$ cat config.mk
export PLATFORM = sky130hd
export DESIGN_NAME = mc_control_fsm
export DESIGN_NICKNAME = d
export VERILOG_FILES = /design/src/rtl/scpu_ctl_pkg.sv /design/src/rtl/mc_control_fsm.sv
export SDC_FILE = /design/constraint.sdc
export NUM_CORES = 1
export LEC_CHECK = 0
export BUFFER_PORTS_ARGS = -buffer_cell sky130_fd_sc_hd__buf_2
export CAP_MARGIN = 10
export CORE_AREA = 2 2 57 59
export CTS_CLUSTER_SIZE = 40
export DETAILED_ROUTE_END_ITERATION = 8
export DIE_AREA = 0 0 59 61
export PLACE_DENSITY = 0.7
export SLEW_MARGIN = 30
export SYNTH_ARGS = -nofsm -noshare
export SYNTH_HDL_FRONTEND = slang
export SYNTH_SLANG_ARGS = --single-unit
$ cat constraint.sdc
create_clock -name clk -period 5.59 [get_ports clk]
set_input_delay 1.677 -clock clk [delete_from_list [all_inputs] [get_ports clk]]
set_output_delay 1.677 -clock clk [all_outputs]
set_load 0.05 [all_outputs]
$ cat src/rtl/scpu_ctl_pkg.sv
// Shared encodings for the SCPU multi-cycle control unit: opcodes, functs,
// FSM states, and datapath select codes.
package scpu_ctl_pkg;

  localparam logic [5:0] OP_RTYPE = 6'h00;
  localparam logic [5:0] OP_J     = 6'h02;
  localparam logic [5:0] OP_JAL   = 6'h03;
  localparam logic [5:0] OP_BEQ   = 6'h04;
  localparam logic [5:0] OP_BNE   = 6'h05;
  localparam logic [5:0] OP_ADDI  = 6'h08;
  localparam logic [5:0] OP_XORI  = 6'h0E;
  localparam logic [5:0] OP_LW    = 6'h23;
  localparam logic [5:0] OP_SW    = 6'h2B;

  localparam logic [5:0] FN_JR    = 6'h08;
  localparam logic [5:0] FN_ADD   = 6'h20;
  localparam logic [5:0] FN_SUB   = 6'h22;
  localparam logic [5:0] FN_XOR   = 6'h26;
  localparam logic [5:0] FN_SLT   = 6'h2A;

  typedef enum logic [3:0] {
    S_FETCH  = 4'd0,
    S_DECODE = 4'd1,
    S_MEMADR = 4'd2,
    S_MEMRD  = 4'd3,
    S_MEMWB  = 4'd4,
    S_MEMWR  = 4'd5,
    S_EXEC   = 4'd6,
    S_RWB    = 4'd7,
    S_IEXEC  = 4'd8,
    S_IWB    = 4'd9,
    S_BRANCH = 4'd10,
    S_JUMP   = 4'd11,
    S_JAL    = 4'd12,
    S_JR     = 4'd13
  } state_t;

  localparam logic [2:0] ALU_ADD = 3'b000;
  localparam logic [2:0] ALU_SUB = 3'b001;
  localparam logic [2:0] ALU_XOR = 3'b010;
  localparam logic [2:0] ALU_SLT = 3'b011;

  localparam logic [1:0] SRCB_RT   = 2'b00;
  localparam logic [1:0] SRCB_FOUR = 2'b01;
  localparam logic [1:0] SRCB_IMM  = 2'b10;
  localparam logic [1:0] SRCB_BOFS = 2'b11;

  localparam logic [1:0] RDST_RT  = 2'b00;
  localparam logic [1:0] RDST_RD  = 2'b01;
  localparam logic [1:0] RDST_R31 = 2'b10;

  localparam logic [1:0] M2R_ALUOUT = 2'b00;
  localparam logic [1:0] M2R_MDR    = 2'b01;
  localparam logic [1:0] M2R_PC     = 2'b10;

  localparam logic [1:0] PCSRC_ALU    = 2'b00;
  localparam logic [1:0] PCSRC_ALUOUT = 2'b01;
  localparam logic [1:0] PCSRC_JUMP   = 2'b10;
  localparam logic [1:0] PCSRC_RS     = 2'b11;

  // Successor of DECODE; FETCH here means the instruction is unsupported.
  function automatic state_t decode_next(input logic [5:0] opcode, input logic [5:0] funct);
    state_t nxt;
    nxt = S_FETCH;
    case (opcode)
      OP_LW, OP_SW:    nxt = S_MEMADR;
      OP_BEQ, OP_BNE:  nxt = S_BRANCH;
      OP_ADDI, OP_XORI: nxt = S_IEXEC;
      OP_J:            nxt = S_JUMP;
      OP_JAL:          nxt = S_JAL;
      OP_RTYPE: begin
        case (funct)
          FN_JR:                          nxt = S_JR;
          FN_ADD, FN_SUB, FN_XOR, FN_SLT: nxt = S_EXEC;
          default:                        nxt = S_FETCH;
        endcase
      end
      default: nxt = S_FETCH;
    endcase
    return nxt;
  endfunction

  function automatic logic [2:0] funct_alu(input logic [5:0] funct);
    logic [2:0] ctl;
    case (funct)
      FN_SUB:  ctl = ALU_SUB;
      FN_XOR:  ctl = ALU_XOR;
      FN_SLT:  ctl = ALU_SLT;
      default: ctl = ALU_ADD;
    endcase
    return ctl;
  endfunction

endpackage

$ cat src/rtl/mc_control_fsm.sv
// Multi-cycle SCPU control unit: sequences fetch/decode/execute/memory/writeback
// and drives datapath selects and write enables, with stretched memory states.
module mc_control_fsm
  import scpu_ctl_pkg::*;
#(
  parameter int MEM_LATENCY = 1,
  parameter int CNT_W       = 4
) (
  input  logic       clk,
  input  logic       reset,
  input  logic [5:0] opcode,
  input  logic [5:0] funct,
  input  logic       zero,
  output logic       pc_we,
  output logic       ir_we,
  output logic       mem_we,
  output logic       iord,
  output logic       reg_we,
  output logic [1:0] regdst,
  output logic [1:0] memtoreg,
  output logic       alusrca,
  output logic [1:0] alusrcb,
  output logic       ext_zero,
  output logic [2:0] alu_ctl,
  output logic [1:0] pcsrc,
  output logic       illegal,
  output logic [3:0] state_dbg
);

  state_t           state;
  state_t           dec_next;
  state_t           st_dec;
  logic [CNT_W-1:0] cnt;
  logic             mem_last;
  logic             strobe_en;

  assign dec_next  = decode_next(opcode, funct);
  assign mem_last  = (cnt == CNT_W'(MEM_LATENCY - 1));
  assign state_dbg = state;

  always_ff @(posedge clk) begin
    if (reset) begin
      state <= S_FETCH;
      cnt   <= '0;
    end else begin
      case (state)
        S_FETCH: begin
          if (mem_last) begin
            state <= S_DECODE;
            cnt   <= '0;
          end else begin
            cnt <= cnt + 1'b1;
          end
        end
        S_DECODE: state <= dec_next;
        S_MEMADR: state <= (opcode == OP_LW) ? S_MEMRD : S_MEMWR;
        S_MEMRD: begin
          if (mem_last) begin
            state <= S_MEMWB;
            cnt   <= '0;
          end else begin
            cnt <= cnt + 1'b1;
          end
        end
        S_MEMWR: begin
          if (mem_last) begin
            state <= S_FETCH;
            cnt   <= '0;
          end else begin
            cnt <= cnt + 1'b1;
          end
        end
        S_EXEC:  state <= S_RWB;
        S_IEXEC: state <= S_IWB;
        default: begin
          state <= S_FETCH;
          cnt   <= '0;
        end
      endcase
    end
  end

  // During reset the outputs show FETCH selects with every strobe held low.
  assign st_dec    = reset ? S_FETCH : state;
  assign strobe_en = !reset;

  always_comb begin
    pc_we    = 1'b0;
    ir_we    = 1'b0;
    mem_we   = 1'b0;
    iord     = 1'b0;
    reg_we   = 1'b0;
    regdst   = RDST_RT;
    memtoreg = M2R_ALUOUT;
    alusrca  = 1'b0;
    alusrcb  = SRCB_RT;
    ext_zero = 1'b0;
    alu_ctl  = ALU_ADD;
    pcsrc    = PCSRC_ALU;
    illegal  = 1'b0;
    case (st_dec)
      S_FETCH: begin
        alusrcb = SRCB_FOUR;
        ir_we   = strobe_en && mem_last;
        pc_we   = strobe_en && mem_last;
      end
      S_DECODE: begin
        alusrcb = SRCB_BOFS;
        illegal = strobe_en && (dec_next == S_FETCH);
      end
      S_MEMADR: begin
        alusrca = 1'b1;
        alusrcb = SRCB_IMM;
      end
      S_MEMRD: iord = 1'b1;
      S_MEMWB: begin
        reg_we   = strobe_en;
        memtoreg = M2R_MDR;
      end
      S_MEMWR: begin
        iord   = 1'b1;
        mem_we = strobe_en && mem_last;
      end
      S_EXEC: begin
        alusrca = 1'b1;
        alu_ctl = funct_alu(funct);
      end
      S_RWB: begin
        reg_we = strobe_en;
        regdst = RDST_RD;
      end
      S_IEXEC: begin
        alusrca  = 1'b1;
        alusrcb  = SRCB_IMM;
        ext_zero = (opcode == OP_XORI);
        alu_ctl  = (opcode == OP_XORI) ? ALU_XOR : ALU_ADD;
      end
      S_IWB: reg_we = strobe_en;
      S_BRANCH: begin
        alusrca = 1'b1;
        alu_ctl = ALU_SUB;
        pcsrc   = PCSRC_ALUOUT;
        pc_we   = strobe_en && ((opcode == OP_BNE) ? !zero : zero);
      end
      S_JUMP: begin
        pcsrc = PCSRC_JUMP;
        pc_we = strobe_en;
      end
      S_JAL: begin
        pcsrc    = PCSRC_JUMP;
        pc_we    = strobe_en;
        reg_we   = strobe_en;
        regdst   = RDST_R31;
        memtoreg = M2R_PC;
      end
      S_JR: begin
        pcsrc = PCSRC_RS;
        pc_we = strobe_en;
      end
      default: ;
    endcase
  end

endmodule
==> flow_metrics.env, run 1 <==
export IMPL_die_height_um=61
export IMPL_p_per_area_nw_per_um2=307
export IMPL_diodes=0
export IMPL_cp_required_ps=3910
export IMPL_synth_seq_cells=8
export IMPL_synth_edf_count=0
export IMPL_relSlewSlack_pct=48.8
export IMPL_clk_latency_ps=250
export IMPL_drtIter0Drc=40
export IMPL_grt_util_all_layers_pct=15.4
export IMPL_synth_compound_area_share_pct=32.2
export IMPL_start_util_pct=34.0
export IMPL_grt_antenna_before_repair=0
export IMPL_dp_hpwl_mm=2.11
export IMPL_synth_area_top_cells="dfxtp_1, nor2_1, a21oi_1"
export IMPL_synth_flop_cell="dfxtp_1"
export IMPL_crit_path_max_fanout=8
export IMPL_cts_buffers=3
export IMPL_drv_slew=0
export IMPL_yosys_warnings=0
export IMPL_finClkSkew_ps=9.15
export IMPL_layout_cells_non_filler=207
export IMPL_path_cells="buf_2 > or4b_2 > nor4_2 > o21bai_1 > buf_2"
export IMPL_yosysMostFrequentCell="nor2_1"
export IMPL_io_pins=38
export IMPL_place_congestion=0.811
export IMPL_port_buffers=36
export IMPL_hold_violations=0
export IMPL_fin_crit_ps=4930
export IMPL_yosysTopAreaCell="dfxtp_1"
export IMPL_crit_family="simple AND/OR/NAND/NOR gates"
export IMPL_dp_cells=204
export IMPL_multiInputGateArea_um2=778
export IMPL_die_w_um=59
export IMPL_path_buf_inv=2
export IMPL_crit_type="input pin to output port"
export IMPL_endpoint_kind="output port"
export IMPL_rsz0062_at_grt="false"
export IMPL_cts_setup_buffers=0
export IMPL_cts_root_buffer="clkbuf_4"
export IMPL_firstDrtPassIters=4
export IMPL_hold_class="flip-flop to flip-flop"
export IMPL_coreArea_um2=2950
export IMPL_start_kind="input pin"
export IMPL_drive_gt1_share_pct=26.4
export IMPL_clk_pin_slew_ps=50
export IMPL_areaGrowthSynthToFinish_pct=19.3
export IMPL_rows=20
export IMPL_reg2regPathDepth=5
export IMPL_synth_xor_area_share_pct=4.36
export IMPL_vias=1194
export IMPL_syn_area_um2=1000
export IMPL_fillers=315
export IMPL_setup_violations=0
export IMPL_seqCellArea_um2=160
export IMPL_fin_tns_setup_ps=0
export IMPL_cap_violations=0
export IMPL_async_reset_ff_share_pct=0
export IMPL_grt_max_degree=26
export IMPL_min_period_over_period_pct=88.2
export IMPL_drc=0
export IMPL_vdd_ir_drop_max_v=0.000130
export IMPL_clockBufferDepth=2
export IMPL_worst_ep_arrival_time_ps=3250
export IMPL_status="finished clean"
export IMPL_netlist_top_cells_count="nor2_1, nand2_1, a21oi_1, dfxtp_1"
export IMPL_cts_hold_buf=0
export IMPL_crit_path_frequent_cell="buf_2"
export IMPL_grt_pass1_wl_mm=4.39
export IMPL_p_leak_nw=0.467
export IMPL_synth_top_family_by_area="simple AND/OR/NAND/NOR gates"
export IMPL_synth_cells=146
export IMPL_max_stage_delay_ps=700
export IMPL_htreeDepth=1
export IMPL_cts_resized=0
export IMPL_synth_distinct_cells=52
export IMPL_cp_depth=5
export IMPL_yosys_area_share_simple_pct=37.4
export IMPL_fp_dieArea_um2=3600
export IMPL_synth_fa_ha_area_share_pct=2.49
export IMPL_final_nets=193
export IMPL_slowest_stage="or4b_2"
export IMPL_grt_overflow_total=0
export IMPL_cts_tree="done"
export IMPL_syn_nets=163
export IMPL_worst_slew_pin_slew_ps=767
export IMPL_drt_wl_total_mm=2.79
export IMPL_synth_top_area_share_pct=16.0
export IMPL_ys_seq_area_share_pct=16.0
export IMPL_avgSynthCellArea_um2=6.87
export IMPL_grt_pass1_vias=1001
export IMPL_fmax_mhz=203
export IMPL_synth_mux_area_share_pct=0
export IMPL_viasPerCell=5.77
export IMPL_antenna_left=0
export IMPL_whs_path_depth=1
export IMPL_avgRoutedWirePerCell_um=13.5
export IMPL_clock_sinks=8
## cell families (layout without fill, tap and decap cells)
family,count (synthesis),in the layout
AND/OR/NAND/NOR,71,71
AO/OA/AOI/OAI,44,44
buffers and inverters,15,43
flip-flops,8,8
XOR/XNOR,5,5
adder cells (fa/ha/maj),2,2
other,1,1
## per-layer routing
metal | track usage (%) | routed length [um] | vias up
met3 | 1.49 | 179 | 6
met4 | 4.55 | 36 | 0
li1 | - | - | 604
met2 | 24.1 | 1210 | 47
met1 | 22.3 | 1370 | 537
met5 | 0 | 0 | -
## state kept, by name, summed over array words and instances, names as in the netlist
register   cells
state_dbg      4
cnt            4
## worst register-to-register path: cells and delay by family, from the launching register on
family | cells | cell delay [ps]
AO/OA/AOI/OAI | 2 | 760
buffers and inverters | 1 | 250
AND/OR/NAND/NOR | 2 | 370
flip-flops | 1 | 740
## final timing paths
| check | start | end | slack (ps) |
|---|---|---|---|
| worst min register to register | cnt[3] | cnt[3] | 560 |
| worst max register to register | state_dbg[3] | state_dbg[1] | 3320 |
| worst min-delay path | cnt[3] | cnt[3] | 560 |
| worst max-delay path | opcode[0] | alu_ctl[1] | 660 |
## metrics by stage
stage	total power, mW	setup WS [ps]	hold slack (ps)	area [um^2]	util (%)
3_5_place_dp	0.323	666	550	1170	39.8
5_1_grt	0.396	637	577	1200	40.6
6_report	0.367	661	562	1200	40.6
2_1_floorplan	0.281	13.9	518	1010	-
4_1_cts	0.366	670	561	1200	40.6
3_3_place_gp	0.322	704	546	1170	39.8
## power breakdown
part | switching (mW) | total (mW) | internal [mW] | leakage (nW)
sequential | 0.0302 | 0.0966 | 0.0664 | 0.0649
combinational | 0.151 | 0.228 | 0.0763 | 0.388
clock | 0.0187 | 0.0432 | 0.0245 | 0.0138
## layout make-up
| class | instances | area share (%) |
|---|---|---|
| Sequential cell | 8 | 13.4 |
| Inverter | 4 | 1.25 |
| Timing Repair Buffer | 36 | 15.0 |
| Clock buffer | 3 | 1.88 |
| Multi-Input combinational cell | 123 | 65.0 |
| Tap cell | 33 | 3.45 |
## cells in the final DEF (no fill, tap or decap), drive strengths merged, types with 2 or more instances in the layout
master,n
buf,36
nor2,20
nand2,13
a21oi,12
dfxtp,8
nor3,6
nand3,6
o21ai,6
nor4,6
nand2b,4
nor2b,4
a211oi,4
inv,3
xor2,3
clkbuf,3
or3,3
nor4b,2
a31oi,2
o22ai,2
xnor2,2
o2bb2ai,2
o221ai,2
ha,2
a311oi,2
No activity file was read; power rests on OpenSTA's default activity.
==> inputs of run 2 (changes only) <==
- ABC_AREA: not set -> 1
- REMOVE_ABC_BUFFERS: not set -> 1
==> run 2 against run 1 <==
Compared with the run above:
- via count grew 4.2%
- sequential power decreased by 37%
- count of clock-buffer cells in the layout unchanged
- wire length fell by 6.6%
- area after synthesis grew 0.50%
- global-route usage fell by 0.47 points
- sequential share of layout area fell by 0.46 points
- combinational power fell by 70%
- maximum frequency increased by 8.9%
==> flow_metrics.env, run 2 <==
export IMPL_synth_edf_count=0
export IMPL_multiInputGateArea_um2=712
export IMPL_cts_root_buffer="clkbuf_4"
export IMPL_rsz0062_at_grt="false"
export IMPL_areaGrowthSynthToFinish_pct=23.0
export IMPL_cts_hold_buf=0
export IMPL_cap_violations=0
export IMPL_busiest_layer="met2"
export IMPL_grt_use_met3_pct=2.56
export IMPL_seqCellArea_um2=160
export IMPL_utilization_pct=42.0
export IMPL_yosysMostFrequentCell="nand2_1"
export IMPL_p_leak_nw=0.720
export IMPL_fp_dieArea_um2=3600
export IMPL_die_height_um=61
export IMPL_power_uw=173
export IMPL_grt_antenna_before_repair=0
export IMPL_synth_fa_ha_area_share_pct=2.48
export IMPL_coreArea_um2=2950
export IMPL_fmax_mhz=221
export IMPL_drv_slew=0
export IMPL_drc=0
export IMPL_grt_max_degree=14
export IMPL_mostFrequentLayoutCell="nand2_1"
export IMPL_cts_resized=0
export IMPL_place_congestion=0.884
export IMPL_final_nets=247
export IMPL_p_per_area_nw_per_um2=140
export IMPL_ys_seq_area_share_pct=15.9
export IMPL_dp_hpwl_mm=2.22
export IMPL_start_kind="input pin"
export IMPL_rows=20
export IMPL_met1_usage_pct=20.2
export IMPL_crit_type="input pin to output port"
export IMPL_fin_crit_ps=4530
export IMPL_avgRoutedWirePerCell_um=10.0
export IMPL_vias=1244
export IMPL_start_util_pct=34.2
export IMPL_grt_overflow_total=0
export IMPL_power_net_switching_uw=73.3
export IMPL_synth_top_area_share_pct=20.5
export IMPL_yosys_warnings=0
export IMPL_seqPwrFrac_pct=35.1
export IMPL_drive_gt1_share_pct=25.9
export IMPL_stdcell_area_um2=1240
export IMPL_viasPerCell=4.77
export IMPL_p_comb_share_pct=39.6
export IMPL_die_w_um=59
export IMPL_yosys_area_share_simple_pct=57.8
export IMPL_grt_util_all_layers_pct=14.9
export IMPL_hold_class="flip-flop to flip-flop"
export IMPL_async_reset_ff_share_pct=0
export IMPL_synth_compound_area_share_pct=9.06
export IMPL_fillers=345
export IMPL_clk_pin_slew_ps=60
export IMPL_hold_ws_ps=490
export IMPL_grt_pass1_wl_mm=4.18
export IMPL_firstDrtPassIters=4
export IMPL_synth_xor_area_share_pct=0.868
export IMPL_worst_ep_arrival_time_ps=2850
export IMPL_htreeDepth=1
export IMPL_place_area_um2=1220
export IMPL_vdd_ir_drop_max_v=0.0000740
export IMPL_synth_distinct_cells=28
export IMPL_hold_violations=0
export IMPL_port_buffers=36
export IMPL_cp_required_ps=3910
export IMPL_drt_wl_total_mm=2.61
export IMPL_synth_cells=191
export IMPL_cts_buffers=3
export IMPL_syn_area_um2=1010
export IMPL_netlist_top_cells_count="nand2_1, nor2_1, inv_1, nand3_1, dfxtp_1"
export IMPL_min_period_over_period_pct=81.0
export IMPL_cts_tree="done"
export IMPL_synth_top_family_by_area="simple AND/OR/NAND/NOR gates"
export IMPL_power_switching_share_pct=42.3
export IMPL_finClkSkew_ps=13.0
export IMPL_internal_power_uw=100
export IMPL_status="finished clean"
export IMPL_setup_violations=0
export IMPL_avgSynthCellArea_um2=5.28
export IMPL_clk_latency_ps=260
export IMPL_fin_tns_setup_ps=0
export IMPL_layout_common_cells="nand2_1, nor2_1, buf_2, inv_1, nand3_1"
export IMPL_synth_flop_cell="dfxtp_1"
export IMPL_synth_seq_cells=8
export IMPL_use_met2_pct=24.6
export IMPL_yosysTopAreaCell="nand2_1"
export IMPL_crit_path_max_fanout=13
export IMPL_antenna_left=0
export IMPL_drtIter0Drc=45
export IMPL_cts_setup_buffers=0
export IMPL_synth_mux_area_share_pct=0
export IMPL_synth_area_top_cells="nand2_1, dfxtp_1, nor2_1"
export IMPL_diodes=0
export IMPL_clockPowerShare_pct=25.4
export IMPL_endpoint_kind="output port"
export IMPL_grt_pass1_vias=1043
export IMPL_clockBufferDepth=2
export IMPL_io_pins=38
export IMPL_clock_sinks=8
==> run 2: cell types whose count changed after synthesis, moves of 5 or more <==
cell | previous run | this run
inv_1 | 3 | 27
nand4_1 | 1 | 6
nor4_1 | 6 | 0
nor2_1 | 20 | 36
inv_2 | 0 | 5
nand2_2 | 0 | 5
clkbuf_1 | 5 | 0
nand2_1 | 13 | 55
a21oi_1 | 12 | 4
nand3_1 | 6 | 17
==> run 2: layer usage <==
metal / routed length, um / part of all wire (%) / vias to the layer above
li1: - / - / 672
met1: 1250 / 48 / 536
met2: 1220 / 47 / 32
met3: 118 / 4.5 / 4
met4: 20 / 0.77 / 0
met5: 0 / 0 / -
==> run 2: logic make-up (layout without fill, tap and decap cells) <==
| group | Yosys count | in the layout |
|---|---|---|
| other cells | 1 | 1 |
| simple gates | 131 | 131 |
| flops | 8 | 8 |
| xor+xnor | 1 | 1 |
| buf+inv | 35 | 72 |
| compound gates | 13 | 13 |
| fa+ha+maj | 2 | 2 |
==> run 2: per-stage QoR <==
stage | worst slack (ps) | std cells
after floorplan | 767 | 189
after global routing | 939 | 261
after global placement | 1110 | 258
final | 1060 | 261
after CTS | 1080 | 261
after detailed placement | 1080 | 258
==> run 2: final cells by class <==
| class | count | area share [%] |
|---|---|---|
| multi-input cells | 148 | 57.4 |
| well taps | 33 | 3.33 |
| repair buffers | 36 | 14.5 |
| clock buffers | 3 | 1.82 |
| inverters | 33 | 9.99 |
| flip-flops and latches | 8 | 12.9 |
==> run 2: power groups by stage <==
stage	Clock, mW	Combinational [mW]	Sequential [mW]
global route	0.0455	0.0758	0.0611
global placement	0	0.0687	0.0619
finish	0.0440	0.0686	0.0608
floorplan	0	0.0441	0.0667
CTS	0.0445	0.0687	0.0608
detailed placement	0	0.0684	0.0620
==> run 2: final timing paths <==
check,start,end,slack (ps),depth (start not counted)
hold / removal,cnt[3],cnt[3],490,2
hold reg to reg,cnt[3],cnt[3],490,2
setup reg to reg,state_dbg[1],cnt[1],4200,7
setup / recovery,reset,pc_we,1060,7
==> run 2: critical path: stages <==
cell	delay (ps)
buf_2	180
nor2_1	210
inv_1	90
nor3_2	210
nand3_1	120
nand4_1	90
buf_2	260
